`config.mk`:
```
export PLATFORM = sky130hd
export DESIGN_NAME = cpu_prog_loader
export DESIGN_NICKNAME = d
export VERILOG_FILES = /design/src/rtl/cpu_prog_loader.sv
export SDC_FILE = /design/constraint.sdc
export NUM_CORES = 1
export LEC_CHECK = 0
export ABC_CLOCK_PERIOD_IN_PS = 3200
export CAP_MARGIN = 25
export CORE_MARGIN = 1
export CORE_UTILIZATION = 55
export CTS_CLUSTER_SIZE = 30
export DETAILED_ROUTE_END_ITERATION = 10
export PLACE_DENSITY = 0.92
export SYNTH_ARGS = -nofsm -noshare
export SYNTH_HDL_FRONTEND = slang
export SYNTH_SLANG_ARGS = --single-unit
```
`constraint.sdc`:
```
create_clock -name clk -period 3.2 [get_ports clk]
set_input_delay 0.8 -clock clk [delete_from_list [all_inputs] [get_ports clk]]
set_output_delay 0.8 -clock clk [all_outputs]
set_load 0.02 [all_outputs]
```
`src/rtl/cpu_prog_loader.sv`:
```
// Framed nibble-stream loader for the 4-bit CPU's program memory. It holds the CPU until a complete image has been written.
// Optional checksum check: define CPU_PROG_LOADER_CHECKSUM_EN.
//
// state | meaning
// IDLE  | after reset, waiting for start
// LEN   | expecting word count minus 1
// BASE  | expecting first write address
// DATA  | accepting data nibbles; each one is written on the following cycle
// CHK   | expecting checksum nibble (checksum build only)
// DONE  | image loaded, CPU released once the last write has issued
// ERR   | checksum mismatch, CPU stays held (checksum build only)
module cpu_prog_loader #(
  parameter int ADDR_W = 4,
  parameter int DATA_W = 4
) (
  input  logic              clk,
  input  logic              reset,
  input  logic              start,
  input  logic              in_valid,
  input  logic [DATA_W-1:0] in_data,
  output logic              in_ready,
  output logic              mem_we,
  output logic [ADDR_W-1:0] mem_addr,
  output logic [DATA_W-1:0] mem_wdata,
  output logic              cpu_hold,
  output logic              load_done,
  output logic              load_err
);

  localparam logic [2:0] ST_IDLE = 3'd0;
  localparam logic [2:0] ST_LEN  = 3'd1;
  localparam logic [2:0] ST_BASE = 3'd2;
  localparam logic [2:0] ST_DATA = 3'd3;
  localparam logic [2:0] ST_DONE = 3'd4;
`ifdef CPU_PROG_LOADER_CHECKSUM_EN
  localparam logic [2:0] ST_CHK  = 3'd5;
  localparam logic [2:0] ST_ERR  = 3'd6;
`endif

  logic [2:0]        state_q, state_d;
  logic [ADDR_W-1:0] len_q, len_d;
  logic [ADDR_W-1:0] base_q, base_d;
  logic [ADDR_W-1:0] cnt_q, cnt_d;
  logic              we_q, we_d;
  logic [ADDR_W-1:0] addr_q, addr_d;
  logic [DATA_W-1:0] wdata_q, wdata_d;
  logic              hold_q, hold_d;
  logic              done_q, done_d;
`ifdef CPU_PROG_LOADER_CHECKSUM_EN
  logic [DATA_W-1:0] sum_q, sum_d;
  logic              err_q, err_d;
`endif
  logic              ready;
  logic              xfer;

`ifdef CPU_PROG_LOADER_CHECKSUM_EN
  assign ready = (state_q == ST_LEN) || (state_q == ST_BASE) ||
                 (state_q == ST_DATA) || (state_q == ST_CHK);
`else
  assign ready = (state_q == ST_LEN) || (state_q == ST_BASE) || (state_q == ST_DATA);
`endif
  assign xfer = in_valid & ready;

  always_comb begin
    state_d = state_q;
    len_d   = len_q;
    base_d  = base_q;
    cnt_d   = cnt_q;
    we_d    = 1'b0;
    addr_d  = addr_q;
    wdata_d = wdata_q;
    hold_d  = hold_q;
    done_d  = done_q;
`ifdef CPU_PROG_LOADER_CHECKSUM_EN
    sum_d   = sum_q;
    err_d   = err_q;
`endif
    case (state_q)
      ST_IDLE: begin
        if (start) begin
          state_d = ST_LEN;
          hold_d  = 1'b1;
          done_d  = 1'b0;
          cnt_d   = '0;
`ifdef CPU_PROG_LOADER_CHECKSUM_EN
          sum_d   = '0;
          err_d   = 1'b0;
`endif
        end
      end
      ST_LEN: begin
        if (xfer) begin
          len_d   = in_data[ADDR_W-1:0];
          state_d = ST_BASE;
        end
      end
      ST_BASE: begin
        if (xfer) begin
          base_d  = in_data[ADDR_W-1:0];
          state_d = ST_DATA;
        end
      end
      ST_DATA: begin
        if (xfer) begin
          we_d    = 1'b1;
          addr_d  = base_q + cnt_q;
          wdata_d = in_data;
          cnt_d   = cnt_q + 1'b1;
`ifdef CPU_PROG_LOADER_CHECKSUM_EN
          sum_d   = sum_q + in_data;
          if (cnt_q == len_q) state_d = ST_CHK;
`else
          if (cnt_q == len_q) state_d = ST_DONE;
`endif
        end
      end
`ifdef CPU_PROG_LOADER_CHECKSUM_EN
      ST_CHK: begin
        // The last write issued on an earlier cycle, so release may happen on this edge.
        if (xfer) begin
          if (in_data == sum_q) begin
            state_d = ST_DONE;
            done_d  = 1'b1;
            hold_d  = 1'b0;
          end else begin
            state_d = ST_ERR;
            err_d   = 1'b1;
          end
        end
      end
      ST_ERR: begin
        if (start) begin
          state_d = ST_LEN;
          hold_d  = 1'b1;
          done_d  = 1'b0;
          cnt_d   = '0;
          sum_d   = '0;
          err_d   = 1'b0;
        end
      end
`endif
      ST_DONE: begin
        if (start) begin
          state_d = ST_LEN;
          hold_d  = 1'b1;
          done_d  = 1'b0;
          cnt_d   = '0;
`ifdef CPU_PROG_LOADER_CHECKSUM_EN
          sum_d   = '0;
          err_d   = 1'b0;
`endif
        end else if (!done_q) begin
          // Entered straight from DATA: release one cycle later, after the final write cycle.
          done_d = 1'b1;
          hold_d = 1'b0;
        end
      end
      default: state_d = ST_IDLE;
    endcase
  end

  always_ff @(posedge clk or negedge reset) begin
    if (!reset) begin
      state_q <= ST_IDLE;
      len_q   <= '0;
      base_q  <= '0;
      cnt_q   <= '0;
      we_q    <= 1'b0;
      addr_q  <= '0;
      wdata_q <= '0;
      hold_q  <= 1'b1;
      done_q  <= 1'b0;
`ifdef CPU_PROG_LOADER_CHECKSUM_EN
      sum_q   <= '0;
      err_q   <= 1'b0;
`endif
    end else begin
      state_q <= state_d;
      len_q   <= len_d;
      base_q  <= base_d;
      cnt_q   <= cnt_d;
      we_q    <= we_d;
      addr_q  <= addr_d;
      wdata_q <= wdata_d;
      hold_q  <= hold_d;
      done_q  <= done_d;
`ifdef CPU_PROG_LOADER_CHECKSUM_EN
      sum_q   <= sum_d;
      err_q   <= err_d;
`endif
    end
  end

  assign in_ready  = ready;
  assign mem_we    = we_q;
  assign mem_addr  = addr_q;
  assign mem_wdata = wdata_q;
  assign cpu_hold  = hold_q;
  assign load_done = done_q;
`ifdef CPU_PROG_LOADER_CHECKSUM_EN
  assign load_err  = err_q;
`else
  assign load_err  = 1'b0;
`endif

endmodule

```
======== Word level (Yosys, flattened, before mapping) ========
Cells that the tools add are included.
word-level totals
  register bits ........................... 26
  latch bits .............................. 0
  memory bits (writable) .................. 0
  ROM bits ................................ 0
  input port bits ......................... 8
  word-level logic and storage cells ...... 55
  memories ................................ 0
cells by class
  add/sub/neg operators ................... 2
  multiply operators ...................... 0
  div/mod/pow operators ................... 0
  order comparisons ....................... 0
  eq/ne operators ......................... 12
  shifts and indexed selects .............. 0
  muxes and demuxes ....................... 18
  bitwise operators ....................... 1
  reduce and logical (&&, ||, !) cells .... 13
operators with widths
  operator             number
  $mux 3               5
  $pmux 3 s4           1
  $mux 4               2
  $ne 2x2->1 const B   4
  $pmux 4 s2           1
  $reduce_and 2->1     4
  $mux 1               7
  $eq 3x2->1 const B   2
  $reduce_and 3->1     2
  $reduce_and 5->1     1
  $add 4x1->4 const B  1
  $add 4x4->4          1
  $eq 4x4->1           1
  $ne 2x1->1 const B   2
  $pmux 1 s2           2
  $reduce_bool 2->1    2
  $eq 3x1->1 const B   1
  $eq 3x3->1 const B   1
  $logic_not 3->1      1
  $ne 3x3->1 const B   1
  $logic_or 1x1->1     2
  $reduce_or 2->1      1
  $and 1x1->1          1

======== Logic depth before layout (Yosys ltp) ========
Gate-level depths: netlist of run 1.
  word-level depth ........................ 6
  mapped depth ............................ 6

======== Worst setup path before layout of run 1 ========
No wires, ideal clock.
  path type ............................... register to output
  from .................................... register state_q[0]
  to ...................................... output in_ready
  data arrival time ....................... 0.963 ns
  required time ........................... 2.400 ns
  slack ................................... 1.437 ns
  cell stages (with the launch flop) ...... 3
  path buffers ............................ 0
  path through ............................ dfrtp_1 > nor2_1 > nor2_1
between the ends
  cells in the longest elaborated chain, start to end .. 3
  elaborated cells on any way between the ends .. 5
RTL lines
  item                                             line  source
  from (decl)                                      40    logic [2:0] state_q, state_d;
  from (signal assigned)                           178   state_q <= state_d;
  $eq 3x1->1 / $eq 3x2->1 (equally long branches)  60    assign ready = (state_q == ST_LEN) || (state_q == ST_BASE) || (state_q == ST_DATA);
  $logic_or 1x1->1                                 60
  $logic_or 1x1->1 *                               60
  to (decl)                                        21    output logic in_ready,
Every way passes the cells marked *; elsewhere a longest branch is shown, timed or not.

======== Worst setup path in the final report of run 1 ========
Same ends and word-level chain as after synthesis.

==> flow_metrics.tcl, run 1 <==
set metrics [dict create \
    critPathCaptureType "output port" \
    rsz0062_at_grt "false" \
    io_pins 21 \
    insertion_delay_ns 0.31 \
    seqPwrFrac_pct 43.8 \
    portBuffers 19 \
    cp.arrival_ns 1.82 \
    p_total_w 0.00139 \
    clkPwrFrac_pct 9.8 \
    grt.total_usage_pct 22.1 \
    vias 845 \
    path_cells "nor2_1 > nor2_1 > clkdlybuf4s50_1" \
    postRouteAntennaNets 0 \
    cp_common_cell "nor2_1" \
    critPathSlowestCell "clkdlybuf4s50_1" \
    drv_slew 0 \
    finalSetupTns_ns 0 \
    start_util_pct 60.0 \
    path_delay_family "buffers and inverters" \
    die_h_microns 49.0 \
    yosys_warnings 0 \
    hold_violations 0 \
    critPathMaxFanout 7 \
    worstSetupPathType "register to output port" \
    fin_crit_sh_pct 82.0 \
    syn-num-nets 123 \
    fp-row-count 16 \
    syn_area_per_cell_sq_um 11.0 \
    cts_sinks 26 \
    leakagePower_nw 0.645 \
    antenna_found_initial 0 \
    p_switching_w 0.000541 \
    fin_crit_ns 2.62 \
    die_x_microns 49.0 \
    critPathMaxStageDelay_ns 0.55 \
    gp_congestion 0.886 \
    ys_types 25 \
    ys_top_cells_by_area "dfrtp_1 (52%), nand2_1 (8.4%), mux2_2 (6.5%)" \
    power_density_nw_per_um2 959 \
    finalSetupViolCount 0 \
    yosysTopAreaCellShare_pct 51.6 \
    crit_buf_inv 1 \
    synth_area_sq_um 1210 \
    grt_max_degree 17 \
    p_int_w 0.000852 \
    area_growth_pct 19.8 \
    grt_first_pass_wirelength_microns 4020 \
    clk_pin_slew_worst_paths_ns 0.14 \
    route.detailed.drc 0 \
    required_ns 2.40 \
    nNetsFinal 145 \
    drt-pass1-iter-count 4 \
    ctsLongestPathBuffers 2 \
    hp-class "register to register" \
    post-synth-top-area-cell "dfrtp_1" \
    drt-total-wl_microns 2170 \
    cts-resized-gates 0 \
    ys_seq_area_share_pct 53.8 \
    slew_headroom_pct 57.5 \
    viasPerCell 5.35 \
    worst_pin_slew_ns 0.636 \
    maxCapViolCount 0 \
    dieArea_sq_um 2400 \
    cp-start-kind "register" \
    cts_tree "yes" \
    core_sq_um 2020 \
    h-tree-depth 1 \
    fmax_ghz 0.381 \
    switching_share_pct 38.8 \
    ir_worst_vdd_uv 647 \
    hpwl_microns 1650 \
    netlist_instances 110 \
    n_antenna_cell 0 \
    first_iter_violations 12 \
    globalRouteOverflowTotal 0 \
    grt_pass1_vias 872 \
    drive_above_1_share_pct 13.0 \
    finClkSkew_ns 0.0124 \
    post-cts-setup-buffers 0 \
    power_frac_comb_pct 46.4 \
    cts-buffers-inserted 3 \
    cts-root-buf "clkbuf_4" \
    status "complete, no violations" \
    ys_ff_latch 26 \
    routedWlPerCell_microns 13.7 \
    hold_buffers 0 \
]
[worst reg2reg max path, cell delays in order (launching register included)]
cell      delay (ns)
dfrtp_1         0.52
nand4b_4        0.37
clkinv_2        0.20
nand4_1         0.14
xor2_1          0.22
a21oi_2         0.04
[layout by cell type (no fill, tap or decap)]
master and instances:
inv_1 3, clkinv_2 1, fa_1 1, dfstp_2 1
nand4b_4 1, o21ai_0 6, clkbuf_4 3, clkdlybuf4s50_1 19
dfrtp_1 25, nand2_1 27, xnor2_1 6, buf_4 1
mux2_2 7, nor3_4 2, xor2_1 3, nand2b_1 1
ha_1 4, nor2_1 3, nand4_1 2, a211oi_1 1
o22ai_1 1, nand3_1 2, conb_1 1, a21o_1 2
a21oi_2 1, clkbuf_1 1, a21oi_1 6
[power by group through the flow]
stage,clock (W),combinational (W),sequential [W]
floorplan,0,0.000360,0.000667
CTS,0.000143,0.000653,0.000610
detailed placement,0,0.000647,0.000619
finish,0.000137,0.000647,0.000610
global route,0.000157,0.000723,0.000633
global placement,0,0.000629,0.000609
[path summary, 6_finish.rpt]
path                             startpoint           end  slack, ns  cells past startpoint
worst min register to register  mem_addr[0]   mem_addr[0]       0.49                      2
worst max register to register   state_q[2]      cnt_q[3]       1.61                      5
worst min-delay path            mem_addr[0]   mem_addr[0]       0.49                      2
min in group asynchronous             reset  mem_wdata[2]       0.86                      1
worst max-delay path             state_q[0]      in_ready       0.58                      3
max in group asynchronous             reset      cpu_hold       1.63                      2
[cells in the mapped netlist, drive strengths merged]
cell type,n
nand2,27
dfrtp,25
a21oi,7
mux2,7
o21ai,6
xnor2,6
ha,4
buf,3
inv,3
nor2,3
xor2,3
a21o,2
nand3,2
nand4,2
nor3,2
a211oi,1
clkinv,1
conb,1
dfstp,1
fa,1
nand2b,1
nand4b,1
o22ai,1
[state kept, by name, summed over array words and instances, names as in the netlist]
name / flops
base_q: 4
cnt_q: 4
len_q: 4
mem_addr: 4
mem_wdata: 4
state_q: 3
cpu_hold: 1
load_done: 1
mem_we: 1
[metal layers]
metal	global-route usage, %	vias up	wire [microns]
met2	35.0	18	1080
met5	0	-	0
met4	9.31	0	16
met3	3.12	4	72
li1	-	410	-
met1	30.6	413	1000
[stage by stage]
stage               util, %  instances  setup slack (ns)  hold slack [ns]  cell area, sq um
finish                 71.8        158             0.576            0.493              1450
global route           71.8        158             0.408            0.528              1450
CTS                    71.8        158             0.554            0.499              1450
detailed placement     70.5        154             0.881            0.467              1430
global placement       70.5        154             0.917            0.462              1430
floorplan                 -        110              1.44            0.487              1210
[kinds of logic after synthesis]
kind of cell,share of synthesized area (%)
other cells,0.309
fa+ha+maj,5.78
simple gates,16.3
flops,53.8
buf+inv,2.79
compound gates,8.05
xor+xnor,6.50
mux,6.50
[final cells by class]
class	count	area [sq um]
Timing Repair Buffer	20	198
Clock buffer	4	26.3
Inverter	4	16.3
Tap cell	27	33.8
Multi-Input combinational cell	77	527
Sequential cell	26	652
Fill cell	137	569
Power figures use the tool's default switching activity.
==> run 2: changes to the inputs <==
==> config.mk (replaced) <==
export PLATFORM = sky130hd
export DESIGN_NAME = cpu_prog_loader
export DESIGN_NICKNAME = d
export VERILOG_FILES = /design/src/rtl/cpu_prog_loader.sv
export SDC_FILE = /design/constraint.sdc
export NUM_CORES = 1
export LEC_CHECK = 0
export ABC_CLOCK_PERIOD_IN_PS = 2300
export CAP_MARGIN = 25
export CORE_MARGIN = 1
export CORE_UTILIZATION = 46
export CTS_CLUSTER_SIZE = 30
export DETAILED_ROUTE_END_ITERATION = 10
export PLACE_DENSITY = 0.83
export SYNTH_ARGS = -nofsm -noshare
export SYNTH_HDL_FRONTEND = slang
export SYNTH_SLANG_ARGS = --single-unit
==> constraint.sdc (replaced) <==
create_clock -name clk -period 2.3 [get_ports clk]
set_input_delay 0.575 -clock clk [delete_from_list [all_inputs] [get_ports clk]]
set_output_delay 0.575 -clock clk [all_outputs]
set_load 0.02 [all_outputs]
==> run 2 against run 1 <==
Via count is 4.4% lower; design area rose by 1.5%; sequential cell count did not move; critical endpoint unchanged; highest routed layer unchanged.
==> flow_metrics.tcl, run 2 (same netlist as run 1, synthesis figures left out) <==
set metrics [dict create \
    status "complete, no violations" \
    start_util_pct 48.9 \
    finClkSkew_ns 0.00845 \
    grt_pass1_vias 768 \
    final_common_cell "nand2_1" \
    path_delay_family "buffers and inverters" \
    cp-start-kind "register" \
    first_iter_violations 14 \
    drv_slew 0 \
    timing.rr.start "cnt_q[1]" \
    ir_worst_vdd_uv 737 \
    cts-root-buf "clkbuf_4" \
    n_fill_cell 215 \
    critPathMaxFanout 8 \
    path_cells "nor2_1 > clkdlybuf4s50_1" \
    crit_buf_inv 1 \
    io_pins 21 \
    hp-class "register to register" \
    core_sq_um 2480 \
    finalNonFillerCells 163 \
    reg2reg_depth 5 \
    die_x_microns 53.3 \
    insertion_delay_ns 0.31 \
    hold_depth 2 \
    nNetsFinal 147 \
    fmax_ghz 0.465 \
    worst_hold_slack_ns 0.492 \
    n_antenna_cell 0 \
    hpwl_microns 1640 \
    viasPerCell 4.96 \
    clk_pin_slew_worst_paths_ns 0.13 \
    critPathCaptureType "output port" \
    globalRouteOverflowTotal 0 \
    detailedPlace.worstSlack_ns 0.265 \
    area_growth_pct 21.6 \
    rr_endpoint "mem_addr[3]" \
    routedWlPerCell_microns 13.7 \
    critPathMaxStageDelay_ns 0.60 \
    drt-total-wl_microns 2230 \
    rsz0062_at_grt "false" \
    postRouteAntennaNets 0 \
    cts_tree "yes" \
    grt.total_usage_pct 18.6 \
    rrSetupSlack_ns 0.82 \
    hp-start "mem_addr[3]" \
    drt-pass1-iter-count 4 \
    worstSetupPathType "register to output port" \
    finalSetupTns_ns 0 \
    leakagePower_nw 0.653 \
    fin_crit_ns 2.15 \
    critPathSlowestCell "clkdlybuf4s50_1" \
    hold_violations 0 \
    cts-buffers-inserted 3 \
    drive_above_1_share_pct 15.8 \
    power_density_nw_per_um2 1330 \
    hold_end "mem_addr[3]" \
    fp-row-count 18 \
    ctsLongestPathBuffers 2 \
    dp_cells 159 \
    dieArea_sq_um 2850 \
    vias 808 \
    maxCapViolCount 0 \
    route.detailed.drc 0 \
    antenna_found_initial 0 \
    cp.arrival_ns 1.57 \
    worst_slack_ns 0.150 \
    p_total_w 0.00196 \
    die_h_microns 53.3 \
    grt_max_degree 27 \
    required_ns 1.73 \
    fin_crit_sh_pct 93.5 \
    portBuffers 19 \
    grt_first_pass_wirelength_microns 3570 \
    cts_sinks 26 \
    finalSetupViolCount 0 \
    post-cts-setup-buffers 0 \
    h-tree-depth 1 \
    gp_congestion 0.818 \
    mostFrequentLayoutCells "nand2_1 (27), dfrtp_1 (23), clkdlybuf4s50_1 (19)" \
]
-- run 2: final cells by class --
cell class              count  area (sq um)  area share [%]
flip-flops and latches     26           654            44.4
multi-input cells          77           527            35.7
repair buffers             22           213            14.4
well taps                  30          37.5            2.55
clock buffers               4          26.3            1.78
inverters                   4          16.3            1.10
-- run 2: tightest hold or removal path, delay by kind of cell (launching register included) --
kind	cells	cell delay, ns
flops	1	0.36
simple gates	1	0.04
compound gates	1	0.06
-- run 2: report_power, final --
part           internal, W  switching (W)  total (W)  leakage [nW]
registers         0.000669       0.000190   0.000859         0.317
logic             0.000463       0.000442   0.000905         0.321
clock network    0.0000676       0.000127   0.000195        0.0150
total              0.00120       0.000760    0.00196         0.653
-- run 2: how the worst max path moves through the flow --
| stage | start | endpoint | slack (ns) | cells past startpoint |
|---|---|---|---|---|
| 2_1_floorplan | state_q[0] | in_ready | 0.76 | 2 |
| 3_3_place_gp | in_valid | len_q[3] | 0.29 | 4 |
| 3_5_place_dp | in_valid | len_q[1] | 0.26 | 4 |
| 4_1_cts | state_q[0] | in_ready | 0.06 | 3 |
| 5_1_grt | state_q[2] | in_ready | 0.08 | 2 |
| 6_report | state_q[2] | in_ready | 0.15 | 2 |
-- run 2: per-stage QoR --
stage | util, % | cell area, sq um
2_1_floorplan | - | 1210
3_3_place_gp | 58.3 | 1450
3_5_place_dp | 58.3 | 1450
4_1_cts | 59.4 | 1470
5_1_grt | 59.5 | 1470
6_report | 59.5 | 1470
-- run 2: layer usage --
| layer | up-vias | GRT usage (%) | wire length [microns] |
|---|---|---|---|
| met3 | 4 | 2.59 | 52 |
| met1 | 383 | 25.5 | 1050 |
| met4 | 0 | 7.89 | 36 |
| met2 | 12 | 29.0 | 1090 |
| met5 | - | 0 | 0 |
| li1 | 409 | - | - |
-- run 2: what timing repair did --
action	in CTS	in global routing
hold buffers	0	0
endpoints found under the setup margin	0	1
gates resized for setup	0	2
